`config.mk`:
```
export PLATFORM = sky130hd
export DESIGN_NAME = udp_rx_stream_reader
export DESIGN_NICKNAME = d
export VERILOG_FILES = /design/src/rtl/udp_rx_stream_reader_pkg.sv /design/src/rtl/udp_rd_skid.sv /design/src/rtl/udp_rx_stream_reader.sv
export SDC_FILE = /design/constraint.sdc
export NUM_CORES = 1
export LEC_CHECK = 0
export CELL_PAD_IN_SITES_DETAIL_PLACEMENT = 1
export CELL_PAD_IN_SITES_GLOBAL_PLACEMENT = 1
export CORE_MARGIN = 10
export CORE_UTILIZATION = 44
export DETAILED_ROUTE_END_ITERATION = 7
export GPL_TIMING_DRIVEN = 0
export PLACE_DENSITY = 0.83
export REMOVE_ABC_BUFFERS = 1
export SLEW_MARGIN = 20
export SYNTH_ARGS = -nofsm -noshare
export SYNTH_HDL_FRONTEND = slang
export SYNTH_SLANG_ARGS = --single-unit
```
`constraint.sdc`:
```
create_clock -name clk -period 6.05 [get_ports clk]
set_clock_uncertainty 0.1 [all_clocks]
set_input_delay 1.815 -clock clk [delete_from_list [all_inputs] [get_ports clk]]
set_output_delay 1.815 -clock clk [all_outputs]
set_load 0.05 [all_outputs]
```
`src/rtl/udp_rx_stream_reader_pkg.sv`:
```
`default_nettype none
// ============================================================================
// Module      : udp_rx_stream_reader_pkg
// Description : Shared constants and types for the UDP receive stream reader.
// Revision    : 1.0
// ============================================================================
package udp_rx_stream_reader_pkg;

  localparam logic [1:0] ST_IDLE  = 2'd0;
  localparam logic [1:0] ST_READ  = 2'd1;
  localparam logic [1:0] ST_DRAIN = 2'd2;

  typedef enum logic [1:0] {
    IDLE  = ST_IDLE,
    READ  = ST_READ,
    DRAIN = ST_DRAIN
  } state_t;

  localparam int HDR_LEN_DEF = 8;
  localparam int RAM_RD_LAT  = 1;
  // Skid entry: {last, data[7:0]}
  localparam int SKID_W      = 9;

endpackage
`default_nettype wire

```
`src/rtl/udp_rd_skid.sv`:
```
`default_nettype none
// ============================================================================
// Module      : udp_rd_skid
// Description : Two-entry FIFO absorbing RAM read data while the sink stalls.
// Revision    : 1.0
// ============================================================================
module udp_rd_skid
  import udp_rx_stream_reader_pkg::*;
(
  input  logic              clk,
  input  logic              rst,
  input  logic              push_i,
  input  logic [SKID_W-1:0] push_data_i,
  input  logic              pop_i,
  output logic [1:0]        count_o,
  output logic              valid_o,
  output logic [SKID_W-1:0] data_o
);

  logic [SKID_W-1:0] mem_q [2];
  logic              wr_ptr_q;
  logic              rd_ptr_q;
  logic [1:0]        count_q;

  always_ff @(posedge clk or posedge rst) begin
    if (rst) begin
      mem_q[0] <= '0;
      mem_q[1] <= '0;
      wr_ptr_q <= 1'b0;
      rd_ptr_q <= 1'b0;
      count_q  <= 2'd0;
    end else begin
      if (push_i) begin
        mem_q[wr_ptr_q] <= push_data_i;
        wr_ptr_q        <= ~wr_ptr_q;
      end
      if (pop_i) begin
        rd_ptr_q <= ~rd_ptr_q;
      end
      case ({push_i, pop_i})
        2'b10:   count_q <= count_q + 2'd1;
        2'b01:   count_q <= count_q - 2'd1;
        default: count_q <= count_q;
      endcase
    end
  end

  assign count_o = count_q;
  assign valid_o = (count_q != 2'd0);
  assign data_o  = valid_o ? mem_q[rd_ptr_q] : '0;

endmodule
`default_nettype wire

```
`src/rtl/udp_rx_stream_reader.sv`:
```
`default_nettype none
// ============================================================================
// Module      : udp_rx_stream_reader
// Description : Streams a received UDP payload out of the receive RAM.
//               Optional drop counter enabled by UDP_RX_RD_DROP_CNT_EN.
// Revision    : 1.0
// ============================================================================
module udp_rx_stream_reader
  import udp_rx_stream_reader_pkg::*;
#(
  parameter int ADDR_W  = 11,
  parameter int HDR_LEN = HDR_LEN_DEF
) (
  input  logic              clk,
  input  logic              rst,
  input  logic              udp_rec_data_valid,
  input  logic [15:0]       udp_rec_data_length,
  output logic [ADDR_W-1:0] udp_rec_ram_read_addr,
  input  logic [7:0]        udp_rec_ram_rdata,
  output logic [7:0]        m_data,
  output logic              m_valid,
  input  logic              m_ready,
  output logic              m_last,
  output logic [15:0]       m_len,
  output logic              busy,
  output logic              overrun
`ifdef UDP_RX_RD_DROP_CNT_EN
  ,
  output logic [15:0]       drop_cnt
`endif
);

  localparam logic [15:0] c_depth = 16'(32'd1 << ADDR_W);
  localparam logic [15:0] c_hdr   = 16'(HDR_LEN);

  state_t                state_q;
  logic                  valid_q;
  logic                  valid_qq;
  logic [15:0]           m_len_q;
  logic [ADDR_W:0]       rd_cnt_q;
  logic [ADDR_W:0]       rd_cnt_d;
  logic [RAM_RD_LAT-1:0] rv_q;
  logic [RAM_RD_LAT-1:0] rl_q;
  logic                  busy_q;
  logic                  overrun_q;

  logic                  w_rise;
  logic                  w_fall;
  logic                  w_len_ok;
  logic [15:0]           w_pay;
  logic [15:0]           w_len;
  logic                  w_pop;
  logic [1:0]            w_cnt;
  logic [2:0]            w_occ;
  logic                  w_room;
  logic                  w_issue;
  logic                  w_last_rd;
  logic                  w_sk_valid;
  logic [SKID_W-1:0]     w_sk_data;

  // Edge detection runs on the registered copy, giving the fixed 3-cycle latency.
  assign w_rise   = valid_q & ~valid_qq;
  assign w_fall   = ~valid_q & valid_qq;
  assign w_len_ok = (udp_rec_data_length > c_hdr);
  assign w_pay    = udp_rec_data_length - c_hdr;
  assign w_len    = (w_pay > c_depth) ? c_depth : w_pay;

  // Occupancy counts the entry leaving this cycle so a steady stream has no bubbles.
  assign w_pop     = w_sk_valid & m_ready;
  assign w_occ     = {1'b0, w_cnt} + 3'($countones(rv_q)) - {2'b00, w_pop};
  assign w_room    = (w_occ < 3'd2);
  assign w_issue   = (state_q == READ) && (16'(rd_cnt_q) != m_len_q) && w_room;
  assign w_last_rd = (16'(rd_cnt_q) == (m_len_q - 16'd1));
  assign rd_cnt_d  = rd_cnt_q + 1'b1;

  always_ff @(posedge clk or posedge rst) begin
    if (rst) begin
      state_q   <= IDLE;
      valid_q   <= 1'b0;
      valid_qq  <= 1'b0;
      m_len_q   <= '0;
      rd_cnt_q  <= '0;
      rv_q      <= '0;
      rl_q      <= '0;
      busy_q    <= 1'b0;
      overrun_q <= 1'b0;
    end else begin
      valid_q   <= udp_rec_data_valid;
      valid_qq  <= valid_q;
      overrun_q <= w_fall & busy_q;
      rv_q[0]   <= w_issue;
      rl_q[0]   <= w_issue & w_last_rd;
      for (int i = 1; i < RAM_RD_LAT; i++) begin
        rv_q[i] <= rv_q[i-1];
        rl_q[i] <= rl_q[i-1];
      end
      case (state_q)
        IDLE: begin
          if (w_rise && w_len_ok) begin
            state_q  <= READ;
            m_len_q  <= w_len;
            rd_cnt_q <= '0;
            busy_q   <= 1'b1;
          end
        end
        READ: begin
          if (w_issue) begin
            rd_cnt_q <= rd_cnt_d;
            if (16'(rd_cnt_d) == m_len_q) begin
              state_q <= DRAIN;
            end
          end
        end
        DRAIN: begin
          if (w_pop && m_last) begin
            state_q <= IDLE;
            busy_q  <= 1'b0;
          end
        end
        default: begin
          state_q <= IDLE;
          busy_q  <= 1'b0;
        end
      endcase
    end
  end

  udp_rd_skid u_skid (
    .clk         (clk),
    .rst         (rst),
    .push_i      (rv_q[RAM_RD_LAT-1]),
    .push_data_i ({rl_q[RAM_RD_LAT-1], udp_rec_ram_rdata}),
    .pop_i       (w_pop),
    .count_o     (w_cnt),
    .valid_o     (w_sk_valid),
    .data_o      (w_sk_data)
  );

  assign udp_rec_ram_read_addr = (state_q == READ) ? rd_cnt_q[ADDR_W-1:0] : '0;
  assign m_valid = w_sk_valid;
  assign m_data  = w_sk_data[7:0];
  assign m_last  = w_sk_data[8];
  assign m_len   = m_len_q;
  assign busy    = busy_q;
  assign overrun = overrun_q;

`ifdef UDP_RX_RD_DROP_CNT_EN
  logic [15:0] drop_cnt_q;

  always_ff @(posedge clk or posedge rst) begin
    if (rst) begin
      drop_cnt_q <= '0;
    end else if (busy_q && (w_rise || w_fall) && (drop_cnt_q != 16'hFFFF)) begin
      drop_cnt_q <= drop_cnt_q + 16'd1;
    end
  end

  assign drop_cnt = drop_cnt_q;
`endif

endmodule
`default_nettype wire

```
==> run_results.csv, run 1 <==
group,metric,value,unit
critical_path,crit_path_start,"m_ready",
placed_design,port_buffers,66,
sta,rsz0062_at_grt,"no",
power_and_ir_drop,p_comb_share,47.7,%
sta,maxSlewHeadroom,39.6,%
floorplanning,initial_core_util,44.6,%
power_and_ir_drop,clkPwrFrac,20.7,%
power_and_ir_drop,powerDensity,414,nW/µm²
placed_design,globalplace.congestion,0.914,
clock_network,clkSlewWorstSetupHoldPaths,0.06,ns
critical_path,cp_max_fo,7,
placed_design,dp_hpwl,8580,µm
sta,setup_viol,0,
power_and_ir_drop,power_leakage,1.90,nW
synthesis,postSynthAreaPerCell,9.34,µm²
power_and_ir_drop,ir_drop,190,µV
sta,drv_slew,0,
critical_path,ff2ff_path_depth,10,
clock_network,cts_sinks,58,
synthesis,ys_seq_area_share,37.7,%
synthesis,ys.flop_type,"dfrtp_1",
clock_network,cts_max_level,3,
global_routing,grt_overflow,0,
drt,drc,0,
clock_network,cts.repair.resized,0,
clock_network,cts_buffers,9,
power_and_ir_drop,swShare,43.9,%
run,drv_cap,0,
cells_and_area,instances_no_fill,578,
global_routing,grt_max_degree,59,
floorplanning,coreArea,8640,µm²
drt,first_iter_violations,168,
clock_network,clockBufferDepth,2,
drt,vias,3385,
synthesis,synthCells,412,
cells_and_area,n_antenna_cell,0,
clock_network,clk_latency,0.35,ns
floorplanning,fp.dieArea,12900,µm²
drt,avgRoutedWirePerCell,20.1,µm
synthesis,synth_most_common_cell,"dfrtp_1",
critical_path,ff2ff_setup_slack,2.79,ns
synthesis,synth.distinct_cells,63,
critical_path,r2r_start,"u_skid.count_o[1]",
synthesis,synth_edf_count,0,
drt,viasPerCell,5.86,
cells_and_area,area_delta_synth_final,23.2,%
clock_network,cts_hold_buffers,0,
critical_path,cp-endpoint,"rd_cnt_q[6]",
status,status,"complete, no violations",
critical_path,crit_required,6.18,ns
synthesis,syn_area,3850,µm²
global_routing,antenna_found_initial,0,
placed_design,place_inst,562,
clock_network,cts_tree,"yes",
sta,max_freq,0.207,GHz
global_routing,grt_pass1_wl,19300,µm
sta,hold_viol,0,
synthesis,synth_common_cells,"dfrtp_1, nor2_1, nand2_1, xnor2_1, mux2_2",
synthesis,ys_top_cells_by_area,"dfrtp_1, mux2_2, xnor2_1",
power_and_ir_drop,seqPwrFrac,31.6,%
floorplanning,rows,34,
synthesis,async_reset_ff_share,100,%
sta,tightest_slew,0.905,ns
floorplanning,fp.dieW,114,µm
critical_path,endpoint_kind,"flop",
floorplanning,dieHeight,114,µm
global_routing,grt_pass1_vias,3813,
cells_and_area,layout-drive-gt1-share,11.5,%
critical_path,critPathLaunchType,"input port",
synthesis,synth_top_area_share,37.7,%
power_and_ir_drop,p_sw,862,µW
cells_and_area,fin_util,54.9,%
drt,antenna_left,0,
floorplanning,ioPinCount,67,
cells_and_area,nNetsFinal,498,
critical_path,path_class,"input port to flop",
global_routing,track_usage,18.4,%
sta,fin_crit_sh,79.8,%
clock_network,post_cts_buffers,0,
sta,setup-tns-final,0,ns
synthesis,ys_ff_latch,58,
synthesis,synth_top_area_cell,"dfrtp_1",
critical_path,reg2reg_to,"rd_cnt_q[6]",
critical_path,cp.arrival,4.96,ns
drt,first_pass_iters,5,
synthesis,ys_warn_count,0,
hold_path,hold_class,"flop to flop",
sta,fin_crit,4.83,ns
drt,finalWirelength,11600,µm
clock_network,root_buffer,"clkbuf_8",
power_and_ir_drop,p_int,1.10,mW
## stage by stage
step,area (µm²),setup WS [ns],power (mW),hold slack [ns]
after floorplan,3720,2.08,1.25,0.260
after global placement,4520,1.09,1.52,0.280
after detailed placement,4520,0.932,1.56,0.297
after CTS,4740,1.30,1.97,0.331
after global routing,4740,1.03,2.06,0.360
final,4740,1.22,1.96,0.328
## layout make-up
type	count	area, µm²
Fill cell	1002	3890
Multi-Input combinational cell	318	2230
Sequential cell	58	1450
Timing Repair Buffer	66	661
Clock buffer	11	141
Tap cell	108	135
Clock inverter	5	77.6
Inverter	12	47.5
## power by group through the flow
stage	logic, mW	clock network (mW)	registers [mW]
4_1_cts	0.942	0.411	0.618
2_1_floorplan	0.667	0	0.581
5_1_grt	1.00	0.425	0.632
6_report	0.935	0.407	0.619
3_3_place_gp	0.907	0	0.612
3_5_place_dp	0.938	0	0.624
## cells in the final DEF (no fill, tap or decap), drive strengths merged, types with 4 or more instances in the layout
master	Yosys	layout
clkdlybuf4s50	0	66
dfrtp	58	58
nor2	40	40
nand2	33	33
xnor2	24	24
mux2	19	19
o21ai	18	18
xor2	16	16
nand3	13	13
mux2i	13	13
and2	13	13
nor3	13	13
inv	12	12
clkbuf	10	11
nand4	9	9
nor4	9	9
a21oi	8	8
o31ai	8	8
a31oi	7	7
or4	7	7
nor2b	6	6
o211ai	6	6
or2	6	6
o22ai	5	5
nand2b	4	4
ha	4	4
o21a	4	4
## routing by layer
metal  wire, µm  GRT usage (%)  vias up  share of wire (%)
met5          0              0        -                  0
met4        260           7.45        0                2.2
met3        542           3.83       23                4.7
met2       5920           32.3       85                 51
met1       4900           21.1     1690                 42
li1           -              -     1587                  -
## logic make-up after synthesis
logic type / Yosys count / synth area share, %
AND/OR/NAND/NOR: 171 / 24.6
AO/OA/AOI/OAI: 70 / 13.4
adder cells (fa/ha/maj): 5 / 1.82
XOR/XNOR: 40 / 9.11
buffers and inverters: 36 / 4.39
flip-flops: 58 / 37.7
multiplexers: 32 / 8.94
## flip-flops by register name, summed over array words and instances, names as in the netlist
signal           cells
busy                 1
state_q              2
u_skid.count_o       2
u_skid.wr_ptr_q      1
rd_cnt_q            12
valid_qq             1
rv_q                 1
m_len               16
overrun              1
u_skid.rd_ptr_q      1
rl_q                 1
valid_q              1
u_skid.mem_q        18
## worst min-delay path by stage
stage               end  slack [ns]  depth (start not counted)    start
6_report       valid_qq        0.33                          0  valid_q
5_1_grt        valid_qq        0.36                          0  valid_q
4_1_cts        valid_qq        0.33                          0  valid_q
3_5_place_dp   valid_qq        0.30                          0  valid_q
3_3_place_gp   valid_qq        0.28                          0  valid_q
2_1_floorplan  valid_qq        0.26                          0  valid_q
## worst max-delay path: stages
cell	delay, ns
clkdlybuf4s50_1	0.57
nand2b_1	0.10
nor2_1	0.22
o21ai_0	0.16
fa_1	0.41
xnor2_1	0.19
nor2b_1	0.59
o21ai_4	0.19
inv_1	0.33
o21ai_0	0.13
a22o_1	0.24
Note: power is estimated with default switching activity, not from simulation.
==> run 2: changes to the inputs <==
CORE_UTILIZATION = 37   (was 44)
PLACE_DENSITY = 0.74   (was 0.83)
clock period = 3.95 ns   (was 6.05 ns; I/O delays follow)
==> run 2 against run 1 <==
Against the previous run:
- utilization is 7.8 points lower
- non-clock buffer count unchanged
- worst setup slack worse by 0.93 ns
- first-iteration DRC count shrank 8.3%
- wire length shrank 5.6%
- hold slack got worse by 0.027 ns
- cell area grew 1.6%
- critical path depth shrank 8
- critical path type is now flop to output port
- largest cell class unchanged
- highest routed layer unchanged
==> run_results.csv, run 2 (synthesis gave the netlist of run 1 again) <==
group,metric,value,unit
global_routing,grt_pass1_vias,3484,
clock_network,post_cts_buffers,0,
sta,finalWorstSetupSlack,0.290,ns
cells_and_area,layout-drive-gt1-share,12.6,%
critical_path,critPathLaunchType,"flop",
placed_design,dp_hpwl,8410,µm
critical_path,slowest_stage,"clkdlybuf4s50_1",
cells_and_area,mostFrequentLayoutCell,"clkdlybuf4s50_1",
critical_path,cp_top_family,"simple AND/OR/NAND/NOR gates",
drt,first_pass_iters,4,
power_and_ir_drop,swShare,43.9,%
cells_and_area,n_antenna_cell,0,
power_and_ir_drop,seqPwrFrac,31.3,%
floorplanning,coreArea,10200,µm²
global_routing,grt_pass1_wl,18100,µm
floorplanning,ioPinCount,67,
floorplanning,fp.dieW,122,µm
drt,antenna_left,0,
placed_design,dp_slack,-0.455,ns
floorplanning,rows,37,
sta,setup_viol,0,
critical_path,crit_required,2.66,ns
critical_path,critPathBufInv,1,
critical_path,path_class,"flop to output port",
power_and_ir_drop,p_comb_share,47.8,%
sta,hold_slack,0.301,ns
critical_path,cp_max_fo,10,
clock_network,cts_hold_buffers,0,
power_and_ir_drop,p_int,1.69,mW
critical_path,crit_top_cell,"nor2_1",
status,status,"complete, no violations",
critical_path,endpoint_kind,"output port",
placed_design,port_buffers,66,
clock_network,cts_tree,"yes",
sta,rsz0062_at_grt,"no",
cells_and_area,largest_register_ffs,18,
sta,fin_crit,3.66,ns
global_routing,track_usage,15.1,%
cells_and_area,final_cell_mix,"clkdlybuf4s50_1, dfrtp_1, nor2_1",
clock_network,clockBufferDepth,2,
sta,tightest_slew,1.01,ns
critical_path,ff2ff_setup_slack,1.09,ns
cells_and_area,area_delta_synth_final,25.2,%
global_routing,grt_overflow,0,
global_routing,antenna_found_initial,0,
critical_path,cp.arrival,2.37,ns
cells_and_area,fillCellCount,1162,
clock_network,root_buffer,"clkbuf_8",
sta,maxSlewHeadroom,31.4,%
drt,drc,0,
clock_network,clkSlewWorstSetupHoldPaths,0.07,ns
power_and_ir_drop,p_sw,1.33,mW
clock_network,cts_buffers,9,
drt,avgRoutedWirePerCell,18.1,µm
power_and_ir_drop,ir_drop,312,µV
floorplanning,fp.dieArea,14900,µm²
sta,hold_viol,0,
power_and_ir_drop,power_leakage,1.92,nW
floorplanning,initial_core_util,37.6,%
run,drv_cap,0,
floorplanning,dieHeight,122,µm
clock_network,cts_sinks,58,
critical_path,slowest_delay,0.75,ns
drt,vias,3301,
drt,first_iter_violations,154,
drt,finalWirelength,11000,µm
critical_path,crit_chain,"nor2_1 > nor2_1 > clkdlybuf4s50_1",
clock_network,cts_max_level,3,
placed_design,globalplace.congestion,0.866,
cells_and_area,regMostFlops,"u_skid.mem_q",
hold_path,hold_class,"flop to flop",
clock_network,clk_latency,0.35,ns
power_and_ir_drop,powerDensity,627,nW/µm²
sta,fin_crit_sh,92.7,%
sta,drv_slew,0,
drt,viasPerCell,5.45,
cells_and_area,nNetsFinal,498,
global_routing,grt_max_degree,59,
power_and_ir_drop,clkPwrFrac,20.9,%
sta,max_freq,0.273,GHz
## run 2: cell count changes in the layout (fill, tap and decap cells not counted), sizes merged
cell / previous run / this run
dlymetal6s2s: 0 / 1
clkdlybuf4s50: 66 / 65
inv: 12 / 13
clkbuf: 11 / 9
clkinv: 2 / 3
## run 2: what timing repair did
item,4_1_cts,5_1_grt
resized for setup,1,6
pin swaps,0,1
setup endpoints to repair,3,6
## run 2: stage by stage
step,setup TNS (ns),instances,instance area (µm²),utilization (%),power (mW)
6_report,0,606,4820,47.1,3.02
3_5_place_dp,-3.20,590,4560,44.5,2.38
5_1_grt,0,606,4820,47.1,3.20
2_1_floorplan,0,388,3720,-,1.91
4_1_cts,0,606,4790,46.8,3.02
3_3_place_gp,-2.11,590,4550,44.5,2.34
## run 2: final timing paths
path                                          to              start  depth (start not counted)
worst max-delay path                      m_last  u_skid.count_o[1]                          3
worst min-delay path                    valid_qq            valid_q                          0
worst max register to register      rd_cnt_q[10]  u_skid.count_o[1]                          9
worst min register to register          valid_qq            valid_q                          0
max in group asynchronous               m_len[9]                rst                          2
min in group asynchronous       u_skid.mem_q[13]                rst                          2
## run 2: area by class of cell
class                      instances  area (µm²)  share of cell area, %
sequential                        58        1450                   30.1
timing repair buffer              66         663                   13.8
multi-input combinational        318        2260                   46.9
clock buffer                       9         124                   2.57
tap                              136         170                   3.53
inverter                          12        47.5                  0.987
clock inverter                     7         103                   2.13
## run 2: power groups by stage
stage | combinational, mW | sequential (mW) | clock [mW]
6_report | 1.44 | 0.945 | 0.630
5_1_grt | 1.56 | 0.976 | 0.667
4_1_cts | 1.43 | 0.944 | 0.641
3_5_place_dp | 1.42 | 0.953 | 0
3_3_place_gp | 1.40 | 0.940 | 0
2_1_floorplan | 1.02 | 0.889 | 0
## run 2: metal layers
layer / vias up / wire (µm) / global-route usage (%)
met3: 15 / 499 / 3.52
met2: 52 / 5470 / 25.8
li1: 1589 / - / -
met5: - / 0 / 0
met4: 0 / 180 / 5.51
met1: 1645 / 4830 / 18.1
